<file path="src/rtl/cfg_scan_chain_pkg.sv">
// Shared types and helpers for the configuration scan chain.
package cfg_scan_chain_pkg;

    typedef enum logic [1:0] {
        ST_IDLE  = 2'd0,
        ST_SHIFT = 2'd1,
        ST_FULL  = 2'd2,
        ST_OVER  = 2'd3
    } scan_state_e;

    // Ceiling log2, usable in constant expressions.
    function automatic int unsigned clog2(input int unsigned value);
        int unsigned res;
        res = 0;
        while ((32'd1 << res) < value) begin
            res = res + 1;
        end
        return res;
    endfunction

endpackage

</file>
<file path="src/rtl/cfg_scan_chain_shadow_reg.sv">
// Committed configuration word: load-enable register with async reset.
module cfg_shadow_reg #(
    parameter int unsigned SIZE = 32
) (
    input  logic            clk_i,
    input  logic            rst_i,
    input  logic            load_i,
    input  logic [SIZE-1:0] d_i,
    output logic [SIZE-1:0] q_o
);

    logic [SIZE-1:0] data_q;

    always_ff @(posedge clk_i or posedge rst_i) begin
        if (rst_i) begin
            data_q <= '0;
        end else if (load_i) begin
            data_q <= d_i;
        end
    end

    assign q_o = data_q;

endmodule

</file>
<file path="src/rtl/cfg_scan_chain.sv">
// Serial configuration chain: shift register, frame-length FSM and a
// shadow register that only takes frames of exactly SIZE bits.
module cfg_scan_chain
    import cfg_scan_chain_pkg::*;
#(
    parameter  int unsigned SIZE  = 32,
    localparam int unsigned CNT_W = clog2(SIZE + 1)
) (
    input  logic             scan_clk,
    input  logic             rst,
    input  logic             scan_en,
    input  logic             scan_in,
    output logic             scan_out,
    input  logic             update,
    input  logic             capture,
    input  logic [SIZE-1:0]  cap_data,
    output logic [SIZE-1:0]  out,
    output logic [CNT_W-1:0] bit_cnt,
    output logic             upd_ok,
    output logic             upd_err
);

    localparam logic [CNT_W-1:0] CNT_FULL = CNT_W'(SIZE);

    if (SIZE < 2 || SIZE > 1024) begin : g_bad_size
        $error("cfg_scan_chain: SIZE must be in 2..1024");
    end

    scan_state_e      state_q;
    logic [SIZE-1:0]  sr_q;
    logic [CNT_W-1:0] cnt_q;
    logic [CNT_W-1:0] cnt_inc;
    logic             upd_ok_q;
    logic             upd_err_q;
    logic             commit_c;

    assign cnt_inc  = cnt_q + CNT_W'(1);
    // Capture outranks update, so a simultaneous capture suppresses the commit.
    assign commit_c = update && !capture && (state_q == ST_FULL);

    always_ff @(posedge scan_clk or posedge rst) begin
        if (rst) begin
            state_q   <= ST_IDLE;
            sr_q      <= '0;
            cnt_q     <= '0;
            upd_ok_q  <= 1'b0;
            upd_err_q <= 1'b0;
        end else begin
            upd_ok_q  <= 1'b0;
            upd_err_q <= 1'b0;
            if (capture) begin
                sr_q    <= cap_data;
                cnt_q   <= '0;
                state_q <= ST_IDLE;
            end else if (update) begin
                // Judged on the pre-shift state; any concurrent shift is dropped.
                upd_ok_q  <= (state_q == ST_FULL);
                upd_err_q <= (state_q != ST_FULL);
                cnt_q     <= '0;
                state_q   <= ST_IDLE;
            end else if (scan_en) begin
                sr_q <= {sr_q[SIZE-2:0], scan_in};
                unique case (state_q)
                    ST_IDLE, ST_SHIFT: begin
                        cnt_q   <= cnt_inc;
                        state_q <= (cnt_inc == CNT_FULL) ? ST_FULL : ST_SHIFT;
                    end
                    ST_FULL: begin
                        cnt_q   <= CNT_FULL;
                        state_q <= ST_OVER;
                    end
                    ST_OVER: begin
                        cnt_q   <= CNT_FULL;
                        state_q <= ST_OVER;
                    end
                    default: begin
                        cnt_q   <= '0;
                        state_q <= ST_IDLE;
                    end
                endcase
            end
        end
    end

    cfg_shadow_reg #(
        .SIZE (SIZE)
    ) u_shadow (
        .clk_i  (scan_clk),
        .rst_i  (rst),
        .load_i (commit_c),
        .d_i    (sr_q),
        .q_o    (out)
    );

    assign scan_out = sr_q[SIZE-1];
    assign bit_cnt  = cnt_q;
    assign upd_ok   = upd_ok_q;
    assign upd_err  = upd_err_q;

endmodule

</file>
<file path="config.mk">
export PLATFORM = sky130hd
export DESIGN_NAME = cfg_scan_chain
export DESIGN_NICKNAME = d
export VERILOG_FILES = /design/src/rtl/cfg_scan_chain_pkg.sv /design/src/rtl/cfg_scan_chain_shadow_reg.sv /design/src/rtl/cfg_scan_chain.sv
export SDC_FILE = /design/constraint.sdc
export NUM_CORES = 1
export LEC_CHECK = 0
export BUFFER_PORTS_ARGS = -buffer_cell sky130_fd_sc_hd__clkbuf_2
export CORE_ASPECT_RATIO = 0.7
export CORE_MARGIN = 5
export CORE_UTILIZATION = 40
export CTS_BUF_LIST = sky130_fd_sc_hd__clkbuf_4
export DETAILED_ROUTE_END_ITERATION = 8
export SYNTH_ARGS = -nofsm -noshare
export SYNTH_HDL_FRONTEND = slang
export SYNTH_HIERARCHICAL = 1
export SYNTH_SLANG_ARGS = --single-unit
export TNS_END_PERCENT = 20
</file>
<file path="constraint.sdc">
create_clock -name scan_clk -period 1.4 [get_ports scan_clk]
set_input_delay 0.07 -clock scan_clk [delete_from_list [all_inputs] [get_ports scan_clk]]
set_output_delay 0.07 -clock scan_clk [all_outputs]
set_load 0.05 [all_outputs]
</file>
==> results.toml <==
[floorplanning]
dieArea_um2 = 10440
coreArea_um2 = 8373
die_w_um = 120.0
start_util_pct = 40.48
die_height_um = 87.02
num_io_pins = 79
core.rowCount = 28

[power_and_ir_drop]
peakVddDrop_v = 0.0003583
combPwrFrac_pct = 11.7
power_density_nw_per_um2 = 923.5
seqPwrFrac_pct = 56.8
pwr-share-clk_pct = 31.5
totalPowerFinal_mw = 4.086
power.internal_mw = 3.030
switching_share_pct = 25.85
power_switching_mw = 1.056
leakagePower_nw = 2.168

[synthesis]
syn_avg_cell_area_um2 = 12.69
synth_area_um2 = 3390
synth-edff-count = 0
yosysTopAreaCell = "dfrtp_1"
synth_seq_cells = 74
synth_common_cells = "dfrtp_1, mux2i_1, nand2_1"
synthArstFlopShare_pct = 100.0
synthFlopType = "dfrtp_1"
synth_most_common_cell = "dfrtp_1"
synth-warning-count = 6
yosysSeqAreaShare_pct = 54.63
ys_types = 33
synthCells = 267
synthDominantCellAreaShare_pct = 54.63
syn_nets = 306
synthTopCellsByArea = "dfrtp_1, mux2_4, mux2i_1, o21ai_1, nand2_1"

[sta]
relSlewSlack_pct = 71.43
tightest_slew_ns = 0.4285
holdWs_ns = 0.05602
hold_violations = 0
setup_viol = 2
slew_violations = 0
finalCritPeriodShare_pct = 100.5
grt_setup_unrepaired = "true"
fin_skew_ns = 0.009382
layout_min_cycle_time_ns = 1.407
fin_setup_tns_ns = -0.007549
setup_slack_ns = -0.007440
fmax_ghz = 0.7105

[final_layout]
final_net_count = 424
area_delta_synth_final_pct = 30.53
antennaDiodeCount = 0
fin_cells = 495
fin_area_um2 = 4424
final_util_pct = 52.84
drive_gt1_share_pct = 37.69

[placed_design]
dp.cells = 443
post-place-ws_ns = -0.005223
gp_congestion = 0.7299
portBuffers = 78
place.detailed.hpwl_um = 4974
placed_cell_area_um2 = 3928

[routing]
antenna_left = 0
num_vias = 2363
drc = 0
finalWirelength_um = 7415
viasPerCell = 4.774
drtIter0Drc = 107
wire_per_inst_um = 14.98
first_pass_iters = 4

[grt]
grt.busiest_layer = "met2"
first_global_vias = 2433
use_met2_pct = 23.29
grtUsageTotal_pct = 15.09
global_route.usage.met3_pct = 4.351
antenna_found_initial = 0
grt_max_degree = 43
met1_usage_pct = 20.61
grt.overflow.total = 0
grt_pass1_wl_um = 12320

[critical_path]
cp-start-kind = "flop"
crit_fanout = 17
worst_ep_arrival_time_ns = 1.70
slowest_stage = "dfrtp_1"
setup.worst_path.end_class = "flop"
critical_path_buf_inv_count = 1
critPathKind = "reg -> reg"
crit_path_max_incr_delay_ns = 0.42
crit_required_ns = 1.70
crit_chain = "nor2b_4 > and3b_2 > buf_12 > mux2_4"
cpLargestDelayFamily = "flip-flops"

[job]
cap_violations = 0

[clock_tree]
cts_tree = "yes"
clk_pin_slew_worst_paths_ns = 0.11
clock_latency_ns = 0.41
root_buffer = "clkbuf_4"
cts_buffer_depth = 2
numCtsBuffers = 9
htreeDepth = 3
clkSinkCount = 74

[hold_path]
hold_class = "in -> reg"

[outcome]
outcome = "finished with violations"
violations = "setup timing"
what timing repair did:
| item | in CTS | in global routing |
|---|---|---|
| hold buffers | 35 | 0 |
| setup buffers | 1 | 0 |
| endpoints found under the setup margin | 23 | 32 |
| hold endpoints to repair | 108 | 0 |
| gates cloned | 0 | 0 |
| gates resized for setup | 0 | 2 |
layer usage:
layer	up-vias	wire, um
met5	-	0
met2	51	3302
met3	13	350
met4	0	102
met1	1135	3660
li1	1164	-
cell usage in the layout (no fill, tap or decap), types with 2 or more instances in the layout:
cell type,synthesis,layout
clkbuf_2,0,78
dfrtp_1,74,69
mux2i_1,35,35
nand2_1,35,35
dlygate4sd3_1,0,35
o21ai_1,32,32
mux2_4,30,32
clkbuf_4,0,10
buf_4,0,8
dfrtp_2,0,5
inv_1,5,4
buf_12,3,4
nor2b_1,5,3
nor2_1,3,3
a21oi_1,3,3
nor2b_4,0,2
and2_1,2,2
nor3b_1,2,2
and3b_1,3,2
nand3b_1,2,2
nand3_1,2,2
o32ai_1,2,2
clkinv_1,0,2
clkinv_2,0,2
flip-flops by register name (all words and copies together) (netlist names):
signal and cells:
sr_q 32, upd_ok 1, upd_err 1, bit_cnt 6
u_shadow/q_o 32, state_q 2
power by group through the flow:
stage	sequential [mW]	combinational, mW	clock [mW]
after floorplan	2.36	0.253	0
after global placement	2.36	0.397	0
after detailed placement	2.37	0.404	0
after CTS	2.32	0.486	1.35
after global routing	2.34	0.539	1.42
final	2.32	0.477	1.29
layout make-up:
type                       instances  area [um2]
fill                             738        3949
sequential                        74        1858
multi-input combinational        170        1404
timing repair buffer             125       880.8
tap                              105       131.4
clock buffer                      10       75.07
clock inverter                     6       56.30
inverter                           5       18.77
worst register-to-register path, stage by stage, from the launching register on:
cell	delay (ns)
dfrtp_1	0.42
nor2b_4	0.11
and3b_2	0.24
buf_12	0.19
mux2_4	0.33
final timing paths:
check | startpoint | to | slack [ns] | cells after the start
setup / recovery | state_q[0] | u_shadow/q_o[29] | -0.007 | 4
hold / removal | scan_en | bit_cnt[3] | 0.06 | 3
setup reg to reg | state_q[0] | u_shadow/q_o[29] | -0.007 | 4
hold reg to reg | u_shadow/q_o[21] | u_shadow/q_o[21] | 0.53 | 1
max in group asynchronous | rst | u_shadow/q_o[30] | 0.81 | 4
min in group asynchronous | rst | sr_q[4] | 0.22 | 4
cells by family (layout without fill, tap and decap cells):
group	after synthesis	after routing	share of synthesized area (%)
simple gates	59	59	8.564
flops	74	74	54.63
mux	67	67	24.29
fa+ha+maj	1	1	0.3691
compound gates	43	43	7.124
buf+inv	23	146	5.021
Power figures use the tool's default switching activity.
